`config.mk`:
```
export PLATFORM = sky130hd
export DESIGN_NAME = sevenseg_decoder
export DESIGN_NICKNAME = d
export VERILOG_FILES = /design/src/rtl/sevenseg_decoder.sv
export SDC_FILE = /design/constraint.sdc
export NUM_CORES = 1
export LEC_CHECK = 0
export BUFFER_PORTS_ARGS = -buffer_cell sky130_fd_sc_hd__buf_4
export CAP_MARGIN = 20
export CORE_AREA = 2 2 39 41
export CTS_BUF_LIST = sky130_fd_sc_hd__clkbuf_8
export CTS_CLUSTER_DIAMETER = 100
export DETAILED_ROUTE_END_ITERATION = 10
export DIE_AREA = 0 0 41 43
export RECOVER_POWER = 100
export SKIP_LAST_GASP = 1
export SYNTH_ARGS = -nofsm -noshare
export SYNTH_HDL_FRONTEND = slang
export SYNTH_SLANG_ARGS = --single-unit
```
`constraint.sdc`:
```
create_clock -name clk -period 0.91 [get_ports clk]
set_input_delay 0.0455 -clock clk [delete_from_list [all_inputs] [get_ports clk]]
set_output_delay 0.0455 -clock clk [all_outputs]
set_load 0.02 [all_outputs]
```
`src/rtl/sevenseg_decoder.sv`:
```
// sevenseg_decoder
//   Hex-to-seven-segment decoder for one display digit. Produces glyphs 0-9
//   and A-F on a combinational output for immediate use. A registered copy
//   is kept for pad-driving display logic.
//
//   Parameters
//     ACTIVE_LOW  1: both outputs inverted (common-anode); 0: lit segment = 1
//
//   Ports
//     clk       in   1  system clock; seg_q updates on rising edge
//     reset     in   1  asynchronous, active-high reset of seg_q
//     data      in   4  hex digit 0x0-0xF
//     blank     in   1  1: all segments unlit regardless of data
//     segments  out  7  combinational pattern {a,b,c,d,e,f,g}
//     seg_q     out  7  segments registered on rising clk, same bit order
module sevenseg_decoder #(
  parameter bit ACTIVE_LOW = 1'b0
) (
  input  logic       clk,
  input  logic       reset,
  input  logic [3:0] data,
  input  logic       blank,
  output logic [6:0] segments,
  output logic [6:0] seg_q
);

  // Output polarity mask: XOR the lit=1 pattern with this to get pad polarity.
  localparam logic [6:0] POL   = {7{ACTIVE_LOW}};
  localparam logic [6:0] UNLIT = 7'b0000000 ^ POL;

  logic [6:0] lit;

  // blank is folded into the case selector so that blank=1 and any X/Z on
  // blank or data both miss every explicit item and fall to the unlit default.
  // This keeps X from reaching either output.
  always_comb begin
    lit = 7'b0000000;
    case ({blank, data})
      5'b0_0000: lit = 7'b1111110;
      5'b0_0001: lit = 7'b0110000;
      5'b0_0010: lit = 7'b1101101;
      5'b0_0011: lit = 7'b1111001;
      5'b0_0100: lit = 7'b0110011;
      5'b0_0101: lit = 7'b1011011;
      5'b0_0110: lit = 7'b1011111;
      5'b0_0111: lit = 7'b1110000;
      5'b0_1000: lit = 7'b1111111;
      5'b0_1001: lit = 7'b1110011;
      5'b0_1010: lit = 7'b1110111;
      5'b0_1011: lit = 7'b0011111;
      5'b0_1100: lit = 7'b1001110;
      5'b0_1101: lit = 7'b0111101;
      5'b0_1110: lit = 7'b1001111;
      5'b0_1111: lit = 7'b1000111;
      default:   lit = 7'b0000000;
    endcase
  end

  assign segments = lit ^ POL;

  always_ff @(posedge clk or posedge reset) begin
    if (reset) seg_q <= UNLIT;
    else       seg_q <= segments;
  end

endmodule

```
==> flow_metrics.env, run 1 <==
export IMPL_start_util=0.322
export IMPL_powerDensity_mw_per_mm2=1300
export IMPL_synth_area_leaders="dfrtp_1 (39%), ha_1 (14%), a211oi_1 (6.7%), mux2i_1 (4.5%), inv_1 (4.2%)"
export IMPL_grt_pass1_wl_mm=1.99
export IMPL_tightest_slew_ps=299
export IMPL_relSlewSlack=0.800
export IMPL_cts_tree="built"
export IMPL_critical_path_slowest_cell="a221oi_4"
export IMPL_htree_num_levels=1
export IMPL_syn_to_final_growth_pct=107
export IMPL_power_frac_comb=0.368
export IMPL_clock_sinks=7
export IMPL_drcViolationCount=0
export IMPL_largest_reg_flops=7
export IMPL_top_regs="seg_q: 7 flops"
export IMPL_grt_max_degree=13
export IMPL_hold_viol=0
export IMPL_cpPeakStageDelay_ps=290
export IMPL_fp_row_count=14
export IMPL_n_fill_cell=106
export IMPL_dieArea_mm2=0.00176
export IMPL_setup_slack_ps=-175
export IMPL_coreArea_mm2=0.00138
export IMPL_vias_per_cell=4.91
export IMPL_max_clock_freq_mhz=922
export IMPL_synth_cell_type_count=20
export IMPL_cts_buffers=3
export IMPL_crit_chain="buf_12 -> inv_16 -> ha_4 -> and2b_2 -> a221oi_4 -> buf_6"
export IMPL_fin_crit_ps=1090
export IMPL_synth_nets=56
export IMPL_worst_setup_path_start_kind="input pin"
export IMPL_clock_path_buffers=2
export IMPL_synth_warnings=0
export IMPL_p_clk_frac=0.344
export IMPL_p_sw_frac=0.299
export IMPL_diodes=0
export IMPL_min_from="blank"
export IMPL_grt_pass1_vias=495
export IMPL_arrival_ps=1040
export IMPL_critPathTopFamily="buffers and inverters"
export IMPL_dpl_hpwl_um=895
export IMPL_yosysTopAreaCellShare=0.393
export IMPL_status="complete, but fails checks"
export IMPL_ant_nets=0
export IMPL_place_gp_congestion=0.753
export IMPL_grt_overflow=0
export IMPL_hold_class="input pin to flip-flop"
export IMPL_p_sw_uw=357
export IMPL_violations="setup timing"
export IMPL_post_place_ws_ps=-262
export IMPL_netlist_area_um2=445
export IMPL_syn_inst=44
export IMPL_p_seq_frac=0.288
export IMPL_cellLeakagePower_nw=0.427
export IMPL_rsz0062_at_grt="yes"
export IMPL_setup_violations_final=7
export IMPL_nNetsFinal=92
export IMPL_wire_per_inst_um=13.0
export IMPL_grt_usage=0.171
export IMPL_critPathBufInv=3
export IMPL_hold_end="seg_q[6]$_DFF_PP0_"
export IMPL_p_int_uw=836
export IMPL_ys_ff_latch=7
export IMPL_drt_iter0_markers=3
export IMPL_hold_path_depth=2
export IMPL_critical_path_class="input pin to primary output"
export IMPL_root_buffer="clkbuf_8"
export IMPL_cap_violations=0
export IMPL_vias=466
export IMPL_die_height_um=43
export IMPL_crit_fanout=4
export IMPL_dr_pass1_iters=2
export IMPL_die_w_um=41
export IMPL_drive_above_1_share=0.759
export IMPL_end_kind="primary output"
export IMPL_cts_clk_slew_worst_paths_ps=40
export IMPL_antenna_found_initial=0
export IMPL_synth_seq_area_share=0.393
export IMPL_pin_count=21
export IMPL_fin_tns_setup_ps=-815
export IMPL_regMostFlops="seg_q"
export IMPL_drt_wl_total_mm=1.24
export IMPL_fin_crit_sh=1.19
export IMPL_crit_required_ps=860
export IMPL_portBuffers=20
export IMPL_ir_worst_vdd_v=0.000450
export IMPL_slew_viol_final=0
export IMPL_synth_area_leader_cell="dfrtp_1"
export IMPL_syn_area_per_cell_um2=10.1
==> cells in the final DEF (no fill, tap or decap), types with 2 or more instances in the layout <==
cell      instances
a221oi_4          2
buf_4            17
ha_4              3
clkbuf_2          7
nor2_2            4
inv_1             2
buf_12            2
a211oi_2          3
buf_6             4
dfrtp_1           7
clkbuf_4          2
nor3_1            2
clkbuf_8          3
nand2_1           2
==> power by group through the flow <==
| stage | logic [mW] | clock network [mW] | registers (mW) |
|---|---|---|---|
| final | 0.439 | 0.411 | 0.344 |
| after floorplan | 0.180 | 0 | 0.380 |
| after CTS | 0.433 | 0.421 | 0.346 |
| after global placement | 0.368 | 0 | 0.347 |
| after detailed placement | 0.369 | 0 | 0.349 |
| after global routing | 0.469 | 0.448 | 0.347 |
==> cells in the mapped netlist, drive strengths merged <==
cell type,number
nor2,5
inv,5
nand2b,1
a21oi,1
a211oi,4
a31o,1
nand2,3
mux2i,2
dfrtp,7
nor2b,1
ha,5
nor3,2
a221oi,2
and2b,1
o32ai,1
a21boi,1
buf,2
==> through the flow <==
step           area (um^2)  power [mW]  utilization  hold WS, ps  std cells
3_3_place_gp           753       0.715        0.544        -12.2         84
2_1_floorplan          554       0.560            -         -151         44
3_5_place_dp           753       0.718        0.544        -7.55         84
6_report               921        1.19        0.665         91.5         95
5_1_grt                921        1.26        0.665         97.2         95
4_1_cts                920        1.20        0.665         90.7         94
==> kinds of logic after synthesis <==
group           count (synthesis)  synth area share
simple gates                   13             0.155
compound gates                 10             0.188
buf+inv                         7            0.0786
flops                           7             0.393
fa+ha+maj                       5             0.140
mux                             2            0.0449
==> area by class of cell <==
| class | count | area [um^2] | area share |
|---|---|---|---|
| Multi-Input combinational cell | 30 | 363 | 0.394 |
| Clock buffer | 3 | 41.3 | 0.0448 |
| Clock inverter | 1 | 3.75 | 0.00408 |
| Sequential cell | 7 | 175 | 0.190 |
| Tap cell | 16 | 20.0 | 0.0217 |
| Timing Repair Buffer | 33 | 273 | 0.296 |
| Inverter | 5 | 45.0 | 0.0489 |
==> timing repair <==
action,4_1_cts,5_1_grt
endpoints found under the hold margin,7,0
hold buffers,1,0
setup buffers,5,1
pin swaps,7,6
resized for setup,17,6
setup endpoints to repair,7,8
==> routing by layer <==
layer	track usage	share of wire
met5	0	0
met4	0.120	0.0081
met3	0.0366	0.061
met2	0.300	0.58
met1	0.158	0.35
==> how the worst max path moves through the flow <==
stage | startpoint | end | cells past startpoint
after global routing | data[1] | segments[4] | 6
after floorplan | data[1] | seg_q[4]$_DFF_PP0_ | 4
final | data[1] | segments[4] | 6
after CTS | data[1] | segments[4] | 6
after detailed placement | data[1] | segments[6] | 6
after global placement | data[1] | segments[4] | 6
Note: power is estimated with default switching activity, not from simulation.
==> run 2: changes to the inputs <==
--- a/config.mk
+++ b/config.mk
@@ -5,6 +5,7 @@
 export SDC_FILE = /design/constraint.sdc
 export NUM_CORES = 1
 export LEC_CHECK = 0
+export ABC_AREA = 1
 export BUFFER_PORTS_ARGS = -buffer_cell sky130_fd_sc_hd__buf_4
 export CAP_MARGIN = 20
 export CORE_AREA = 2 2 39 41
==> run 2 against run 1 <==
  * The run still ends with setup timing left
  * Die area stayed put
  * Critical path type unchanged
  * Wire length decreased by 5.5%
  * Via count is 5.8% higher
==> flow_metrics.env, run 2 <==
export IMPL_vias=493
export IMPL_dieArea_mm2=0.00176
export IMPL_cellLeakagePower_nw=0.454
export IMPL_fin_crit_sh=1.05
export IMPL_slew_viol_final=0
export IMPL_arrival_ps=910
export IMPL_dr_pass1_iters=2
export IMPL_synthArstFlopShare=1.00
export IMPL_final_area_um2=907
export IMPL_post_place_ws_ps=-155
export IMPL_antenna_found_initial=0
export IMPL_drcViolationCount=0
export IMPL_fin_util=0.656
export IMPL_wire_per_inst_um=10.6
export IMPL_netlist_area_um2=469
export IMPL_pin_count=21
export IMPL_max_clock_freq_mhz=1040
export IMPL_synth_edff_count=0
export IMPL_synth_area_leader_cell="dfrtp_1"
export IMPL_synth_flop_cell="dfrtp_1"
export IMPL_end_kind="primary output"
export IMPL_start_util=0.339
export IMPL_synth_nets=71
export IMPL_synth_warnings=0
export IMPL_synth_seq_area_share=0.373
export IMPL_final_common_cell="buf_4"
export IMPL_coreArea_mm2=0.00138
export IMPL_clock_path_buffers=2
export IMPL_crit_fanout=4
export IMPL_whs_ps=106
export IMPL_drt_wl_total_mm=1.17
export IMPL_grt_pass1_vias=444
export IMPL_setup_violations_final=5
export IMPL_cts_buffers=3
export IMPL_worst_setup_path_start_kind="input pin"
export IMPL_grt_pass1_wl_mm=1.71
export IMPL_htree_num_levels=1
export IMPL_syn_area_per_cell_um2=7.95
export IMPL_drive_above_1_share=0.670
export IMPL_grt_overflow=0
export IMPL_clock_sinks=7
export IMPL_grt_max_degree=12
export IMPL_dpl_hpwl_um=813
export IMPL_nNetsFinal=107
export IMPL_cap_violations=0
export IMPL_ir_worst_vdd_v=0.000472
export IMPL_synth_cell_type_count=18
export IMPL_diodes=0
export IMPL_die_w_um=41
export IMPL_top_regs="seg_q: 7 flops"
export IMPL_fin_crit_ps=959
export IMPL_ant_nets=0
export IMPL_die_height_um=43
export IMPL_largest_reg_flops=7
export IMPL_synth_area_leaders="dfrtp_1 (37%), ha_1 (13%), nand2_1 (7.2%), nor2_1 (7.2%), inv_1 (5.6%)"
export IMPL_final_cell_mix="buf_4 (24), nand2_1 (8), dfrtp_1 (7), nor2_1 (6), buf_6 (5)"
export IMPL_root_buffer="clkbuf_8"
export IMPL_status="complete, but fails checks"
export IMPL_violations="setup timing"
export IMPL_vias_per_cell=4.48
export IMPL_setup_slack_ps=-49.1
export IMPL_yosysTopAreaCellShare=0.373
export IMPL_relSlewSlack=0.838
export IMPL_critical_path_class="input pin to primary output"
export IMPL_dpl_cell_area_um2=674
export IMPL_rsz0062_at_grt="yes"
export IMPL_hold_viol=0
export IMPL_hold_class="input pin to flip-flop"
export IMPL_place_gp_congestion=0.824
export IMPL_cts_tree="built"
export IMPL_cts_clk_slew_worst_paths_ps=40
export IMPL_portBuffers=20
export IMPL_crit_required_ps=860
export IMPL_powerDensity_mw_per_mm2=1280
export IMPL_regMostFlops="seg_q"
export IMPL_syn_inst=59
export IMPL_grt_usage=0.143
export IMPL_syn_to_final_growth_pct=93.3
export IMPL_ys_top_cells_by_count="nand2_1 (9), nor2_1 (9), dfrtp_1 (7), inv_1 (7), ha_1 (5)"
export IMPL_fp_row_count=14
export IMPL_drt_iter0_markers=2
export IMPL_ys_ff_latch=7
export IMPL_tightest_slew_ps=243
[run 2: cell types whose count changed in the layout (fill, tap and decap cells not counted), moves of 3 or more]
cell	before	now
buf_4	17	24
nor2_1	1	6
a211oi_2	3	0
nand2_1	2	8
clkbuf_2	7	0
[run 2: report_power, final]
part	internal (mW)	leakage (nW)	total (mW)	switching, mW
clock	0.290	0.0269	0.406	0.116
combinational	0.196	0.340	0.415	0.220
sequential	0.337	0.0873	0.343	0.00588
total	0.822	0.454	1.16	0.342
[run 2: what timing repair did]
| item | in CTS | in global routing |
|---|---|---|
| setup buffers | 3 | 3 |
| pin swaps | 13 | 7 |
| gates resized for setup | 23 | 12 |
| hold buffers | 1 | 0 |
| hold endpoints to repair | 7 | 0 |
| endpoints found under the setup margin | 7 | 7 |
[run 2: routing by layer]
metal,part of all wire,track usage
met4,0,0.0933
met5,0,0
met2,0.59,0.256
met1,0.34,0.136
met3,0.064,0.0209
[run 2: kinds of logic after synthesis]
kind of cell	Yosys count	synth area share
DFF	7	0.373
adders and majority gates	5	0.133
buffers and inverters	12	0.136
AOI/OAI and AO/OA	8	0.0853
and+or+nand+nor	27	0.272
[run 2: through the flow]
stage / setup TNS [ps] / instances / power [mW]
2_1_floorplan: -32.7 / 59 / 0.531
5_1_grt: -492 / 110 / 1.23
3_3_place_gp: -984 / 99 / 0.658
4_1_cts: -232 / 107 / 1.13
3_5_place_dp: -1110 / 99 / 0.661
6_report: -184 / 110 / 1.16
[run 2: final cells by class]
type,instances,area [um^2]
Clock buffer,3,41.3
Clock inverter,1,3.75
Fill cell,129,477
Inverter,10,51.3
Multi-Input combinational cell,40,332
Sequential cell,7,175
Tap cell,16,20.0
Timing Repair Buffer,33,284
[run 2: final timing paths]
| check | start | to | slack [ps] | depth (start not counted) |
|---|---|---|---|---|
| worst max-delay path | data[0] | segments[2] | -50 | 9 |
| worst min-delay path | data[3] | seg_q[5]$_DFF_PP0_ | 110 | 2 |
| max in group asynchronous | reset | seg_q[0]$_DFF_PP0_ | 400 | 3 |
| min in group asynchronous | reset | seg_q[4]$_DFF_PP0_ | 310 | 3 |
[run 2: critical path, cell delays in order]
cell,delay [ps]
buf_8,110
inv_6,50
buf_6,100
ha_2,160
inv_2,40
nand2_1,60
nor2_2,40
nor2_2,160
buf_6,140
